### src/rtl/fetch_unit_pkg.sv
// Shared fetch front-end types: FSM encoding, buffered entry layout, trap word.
package fetch_unit_pkg;

  typedef enum logic [1:0] {
    FETCH_RUN,
    FETCH_TRAP,
    FETCH_HALT
  } fetch_state_t;

  typedef struct packed {
    logic [31:0] inst;
    logic [31:0] pc;
    logic        misaligned;
  } fetch_entry_t;

  localparam logic [31:0] FETCH_NOP = 32'h0000_0000;
  localparam int          ENTRY_W   = $bits(fetch_entry_t);

endpackage

### src/rtl/fetch_unit_fifo.sv
// In-order instruction buffer: power-of-two ring with flush and occupancy count.
module fetch_fifo
  import fetch_unit_pkg::*;
#(
  parameter int DEPTH = 4,
  parameter int WIDTH = ENTRY_W,
  localparam int AW   = $clog2(DEPTH),
  localparam int CW   = AW + 1
) (
  input  logic             clk,
  input  logic             rst,
  input  logic             push,
  input  logic [WIDTH-1:0] din,
  input  logic             pop,
  input  logic             flush,
  output logic [WIDTH-1:0] dout,
  output logic [CW-1:0]    count
);

  logic [WIDTH-1:0] mem [DEPTH];
  logic [AW-1:0]    rd_ptr, wr_ptr;

  always_ff @(posedge clk or posedge rst) begin
    if (rst) begin
      rd_ptr <= '0;
      wr_ptr <= '0;
      count  <= '0;
    end else if (flush) begin
      rd_ptr <= '0;
      wr_ptr <= '0;
      count  <= '0;
    end else begin
      if (push) wr_ptr <= wr_ptr + AW'(1);
      if (pop)  rd_ptr <= rd_ptr + AW'(1);
      count <= count + CW'(push) - CW'(pop);
    end
  end

  // Storage needs no reset; the head is only observed while count is nonzero.
  always_ff @(posedge clk) begin
    if (push && !flush) mem[wr_ptr] <= din;
  end

  assign dout = mem[rd_ptr];

endmodule

### src/rtl/fetch_unit.sv
// Fetch front end: PC ownership, handshaked imem requests, in-order buffering, redirect squash.
module fetch_unit
  import fetch_unit_pkg::*;
#(
  parameter logic [31:0] RESET_ADDR = 32'h0000_0000,
  parameter int          DEPTH      = 4
) (
  input  logic        i_clk,
  input  logic        i_rst,
  output logic        o_imem_req_valid,
  input  logic        i_imem_req_ready,
  output logic [31:0] o_imem_req_addr,
  input  logic        i_imem_rsp_valid,
  input  logic [31:0] i_imem_rsp_data,
  input  logic        i_redirect_valid,
  input  logic [31:0] i_redirect_pc,
  output logic        o_inst_valid,
  input  logic        i_inst_ready,
  output logic [31:0] o_inst,
  output logic [31:0] o_inst_pc,
  output logic        o_inst_misaligned
);

  localparam int CW = $clog2(DEPTH) + 1;
  localparam int SW = CW + 1;

  fetch_state_t state, state_nxt;
  logic [31:0]  fetch_pc, pc_tag;
  logic [CW-1:0] live_cnt, drop_cnt, count;
  logic [SW-1:0] occ_sum, owed_sum;
  fetch_entry_t head, push_entry;
  logic req_fire, rsp_drop, rsp_push, trap_push, push, pop;

  assign occ_sum  = SW'(count) + SW'(live_cnt);
  assign owed_sum = SW'(live_cnt) + SW'(drop_cnt);

  assign o_imem_req_valid = !i_rst && (state == FETCH_RUN) &&
                            (occ_sum < SW'(DEPTH)) && (owed_sum < SW'(DEPTH));
  assign o_imem_req_addr  = fetch_pc;

  assign req_fire  = o_imem_req_valid && i_imem_req_ready;
  assign rsp_drop  = i_imem_rsp_valid && (drop_cnt != '0);
  assign rsp_push  = i_imem_rsp_valid && (drop_cnt == '0) && !i_redirect_valid;
  assign trap_push = (state == FETCH_TRAP) && (count == '0) && !i_redirect_valid;
  assign push      = rsp_push || trap_push;
  assign pop       = o_inst_valid && i_inst_ready && !i_redirect_valid;

  always_comb begin
    push_entry = '{inst: i_imem_rsp_data, pc: pc_tag, misaligned: 1'b0};
    if (trap_push) push_entry = '{inst: FETCH_NOP, pc: fetch_pc, misaligned: 1'b1};
  end

  always_comb begin
    state_nxt = state;
    if (i_redirect_valid)
      state_nxt = (i_redirect_pc[1:0] == 2'b00) ? FETCH_RUN : FETCH_TRAP;
    else if (trap_push)
      state_nxt = FETCH_HALT;
  end

  always_ff @(posedge i_clk or posedge i_rst) begin
    if (i_rst) state <= FETCH_RUN;
    else       state <= state_nxt;
  end

  always_ff @(posedge i_clk or posedge i_rst) begin
    if (i_rst) begin
      fetch_pc <= RESET_ADDR;
      pc_tag   <= RESET_ADDR;
      live_cnt <= '0;
      drop_cnt <= '0;
    end else if (i_redirect_valid) begin
      fetch_pc <= i_redirect_pc;
      pc_tag   <= i_redirect_pc;
      live_cnt <= '0;
      // Everything still owed after this edge is stale; a response arriving now
      // settles one owed slot whether it came from the drop or the live pool.
      drop_cnt <= drop_cnt + live_cnt + CW'(req_fire) - CW'(i_imem_rsp_valid);
    end else begin
      if (req_fire) fetch_pc <= fetch_pc + 32'd4;
      if (rsp_push) pc_tag   <= pc_tag + 32'd4;
      live_cnt <= live_cnt + CW'(req_fire) - CW'(rsp_push);
      drop_cnt <= drop_cnt - CW'(rsp_drop);
    end
  end

  fetch_fifo #(.DEPTH(DEPTH), .WIDTH(ENTRY_W)) u_fifo (
    .clk   (i_clk),
    .rst   (i_rst),
    .push  (push),
    .din   (push_entry),
    .pop   (pop),
    .flush (i_redirect_valid),
    .dout  (head),
    .count (count)
  );

  assign o_inst_valid      = (count != '0);
  assign o_inst            = o_inst_valid ? head.inst : FETCH_NOP;
  assign o_inst_pc         = o_inst_valid ? head.pc : RESET_ADDR;
  assign o_inst_misaligned = o_inst_valid && head.misaligned;

endmodule

### config.mk
export PLATFORM = sky130hd
export DESIGN_NAME = fetch_unit
export DESIGN_NICKNAME = d
export VERILOG_FILES = /design/src/rtl/fetch_unit_pkg.sv /design/src/rtl/fetch_unit_fifo.sv /design/src/rtl/fetch_unit.sv
export SDC_FILE = /design/constraint.sdc
export NUM_CORES = 1
export LEC_CHECK = 0
export CORE_MARGIN = 3
export CORE_UTILIZATION = 63
export CTS_BUF_LIST = sky130_fd_sc_hd__clkbuf_4 sky130_fd_sc_hd__clkbuf_8
export CTS_CLUSTER_SIZE = 16
export DETAILED_ROUTE_END_ITERATION = 7
export HOLD_SLACK_MARGIN = 0.15
export PLACE_DENSITY = 0.95
export SYNTH_ARGS = -nofsm -noshare
export SYNTH_HDL_FRONTEND = slang
export SYNTH_HIERARCHICAL = 1
export SYNTH_SLANG_ARGS = --single-unit
### constraint.sdc
create_clock -name i_clk -period 9.35 [get_ports i_clk]
set_clock_uncertainty 0.15 [all_clocks]
set_input_delay 1.4025 -clock i_clk [delete_from_list [all_inputs] [get_ports i_clk]]
set_output_delay 1.4025 -clock i_clk [all_outputs]
set_load 0.01 [all_outputs]
==> results.toml <==
[outcome]
status = "complete, no violations"

[power]
total_power_mw = 4.52
pwr-share-clk_pct = 27.4
max-vdd-ir-drop_uv = 134
combPwrFrac_pct = 30.2
power_frac_seq_pct = 42.5
power.switching_mw = 1.37
intPower_mw = 3.14
power.share.switching_pct = 30.4
power.leakage_nw = 6.29
p_per_area_mw_per_mm2 = 244

[timing]
min_period_ps = 4930
finalSetupTns_ps = 0
timing.final.crit_share_pct = 52.8
worst_pin_slew_ps = 1060
max_freq_mhz = 203
finalHoldViolCount = 0
rsz0062_at_grt = "no"
slew_violations = 0
relSlewSlack_pct = 27.7
setup_violations = 0

[logic_synthesis]
synth.area.top_cells = "edfxtp_1 50%, dfrtp_1 13%, mux4_2 9.4%"
synth_edf_count = 260
synth_fp_nets = 1188
synth_mux_area_share_pct = 11.3
synthArstFlopShare_pct = 23.3
synth_xor_xnor_area_share_pct = 1.04
synth.yosys.warnings = 6
syn_area_sq_mm = 0.0156
synth_top_area_share_pct = 49.9
yosysMostFrequentCell = "edfxtp_1"
synth-compound-area-share_pct = 6.44
syn_area_per_cell_sq_um = 14.3
synth_seq_area_share_pct = 62.6
ys_types = 61
synth_seq_cells = 339
synth_top_family_by_area = "simple AND/OR/NAND/NOR gates"
synthSimpleGateAreaFrac_pct = 13.7
synth_top_area_cell = "edfxtp_1"
yosys-top-cells-count = "260 x edfxtp_1, 105 x and2_1, 79 x dfrtp_1"
postSynthCellCount = 1096
synthAdderAreaFrac_pct = 1.95
synth_flop_cell = "edfxtp_1"

[placement]
gp_congestion = 0.872
port_buffers = 168
dp_hpwl_um = 23900
dpl-instance-area_sq_mm = 0.0175

[die]
die_h_um = 164
initial_utilization_pct = 64.1
rows = 57
die_width_um = 164
die-area_sq_mm = 0.0268
coreArea_sq_mm = 0.0244
io-pin-count = 169

[drt]
drtIter0Drc = 1543
vias_per_cell = 6.53
ant_nets = 0
wl_per_cell_um = 23.3
remaining_drc_errors = 0
dr.pass1.iters = 6
routed_wl_um = 37800
dr_total_vias = 10600

[critical_path]
cp_slowest_stage_delay_ps = 790
cp_max_fo = 48
cp.arrival_ps = 3380
critPathRequiredTime_ps = 7800
crit_chain = "buf_4 > mux4_2 > and2_1 > clkdlybuf4s50_1"
start_kind = "register"
crit_buf_inv = 2
path_class = "reg -> out"
critPathSlowestCell = "buf_4"
r2r-start = "drop_cnt[0]"
cp_top_family = "buffers and inverters"
startpoint = "u_fifo/rd_ptr[0]"
cp-end-kind = "output port"

[cts]
insertion_delay_ps = 580
htree_levels = 2
clk_path_buf_depth = 3
path_clk_slew_ps = 60
cts_buffers = 50
cts_resized = 0
cts.sinks = 339
cts_setup_buffers = 0
cts_tree = "yes"
cts.root.buffer_cell = "clkbuf_8"
cts_hold_buf = 0

[global_route]
grt_pass1_wl_um = 59300
grt.total_usage_pct = 28.8
grt_pass1_vias = 10600
grt_overflow = 0
grt_max_degree = 73
antenna_found_initial = 0

[cells_and_area]
antenna_cells = 0
syn_to_final_growth_pct = 18.4
drive_gt1_share_pct = 15.3
nets = 1348
fin_area_sq_mm = 0.0185
fillers = 1362

[min_path]
hold_path_startpoint = "pc_tag[1]"
min_path_type = "reg -> reg"

[flow_run]
maxCapViolations = 0
cell families after synthesis:
group	after synthesis
multiplexers	92
XOR/XNOR	17
adder cells (fa/ha/maj)	22
AO/OA/AOI/OAI	144
flip-flops	339
AND/OR/NAND/NOR	379
buffers and inverters	103
cell usage in the layout, fill, tap and decap left out, types with 14 or more instances in the layout:
| master | count |
|---|---|
| nor4_1 | 26 |
| a31oi_1 | 17 |
| nand4_1 | 28 |
| dfrtp_1 | 77 |
| nand2_1 | 41 |
| o21ai_0 | 28 |
| mux4_2 | 65 |
| nand3_1 | 25 |
| a211oi_1 | 25 |
| clkdlybuf4s50_1 | 167 |
| o31ai_1 | 23 |
| and2_1 | 101 |
| clkbuf_8 | 51 |
| inv_1 | 27 |
| clkinv_1 | 14 |
| mux2_2 | 26 |
| edfxtp_1 | 260 |
| nor2_1 | 65 |
| ha_1 | 18 |
| or4_1 | 21 |
power groups by stage:
stage / Sequential (mW) / Clock, mW / Combinational, mW
after CTS: 1.91 / 1.25 / 1.37
after floorplan: 1.89 / 0 / 0.812
after detailed placement: 1.94 / 0 / 1.35
after global placement: 1.93 / 0 / 1.30
after global routing: 1.93 / 1.31 / 1.48
final: 1.92 / 1.24 / 1.36
cell type report:
type                       instances  area, sq um  area share [%]
tap                              324          405            2.19
inverter                          30          113           0.608
timing repair buffer             181         1770            9.58
clock inverter                    29          240            1.30
sequential                       339         9790            52.9
multi-input combinational        654         5400            29.1
clock buffer                      64          800            4.32
state kept, by name (all words and copies together) (netlist names):
register         flops
live_cnt             3
u_fifo/rd_ptr        2
state                2
drop_cnt             3
u_fifo/count         3
u_fifo/wr_ptr        2
o_imem_req_addr     32
u_fifo/mem         260
pc_tag              32
worst reg2reg max path, stage by stage (launching register included):
cell     delay [ps]
dfrtp_1         450
nor3_1          260
nand2_1         140
o21ai_0         520
nor2b_1         310
and2_2          410
buf_4           710
stage by stage:
stage	std cells	setup WS, ps	hold WS (ps)	util [%]
after floorplan	1096	4630	347	-
after global placement	1528	4960	366	71.7
after detailed placement	1528	4810	368	71.7
after CTS	1621	4270	381	75.9
after global routing	1621	4170	400	75.9
final	1621	4420	386	75.9
layer usage:
| layer | vias up | share of wire [%] | track usage (%) |
|---|---|---|---|
| met1 | 5177 | 39 | 40.7 |
| li1 | 4599 | - | - |
| met4 | 0 | 3.1 | 9.65 |
| met3 | 94 | 9.4 | 5.00 |
| met2 | 713 | 49 | 46.2 |
| met5 | - | 0 | 0 |
worst paths after layout:
path                                     end  slack, ps  cells past startpoint
setup / recovery                o_inst_pc[2]       4420                      4
hold / removal                     pc_tag[1]        390                      2
setup reg to reg           u_fifo/mem[3][14]       5980                      6
hold reg to reg                    pc_tag[1]        390                      2
max in group asynchronous         pc_tag[27]       7030                      3
min in group asynchronous   u_fifo/wr_ptr[1]       1070                      2
Power figures use the tool's default switching activity.
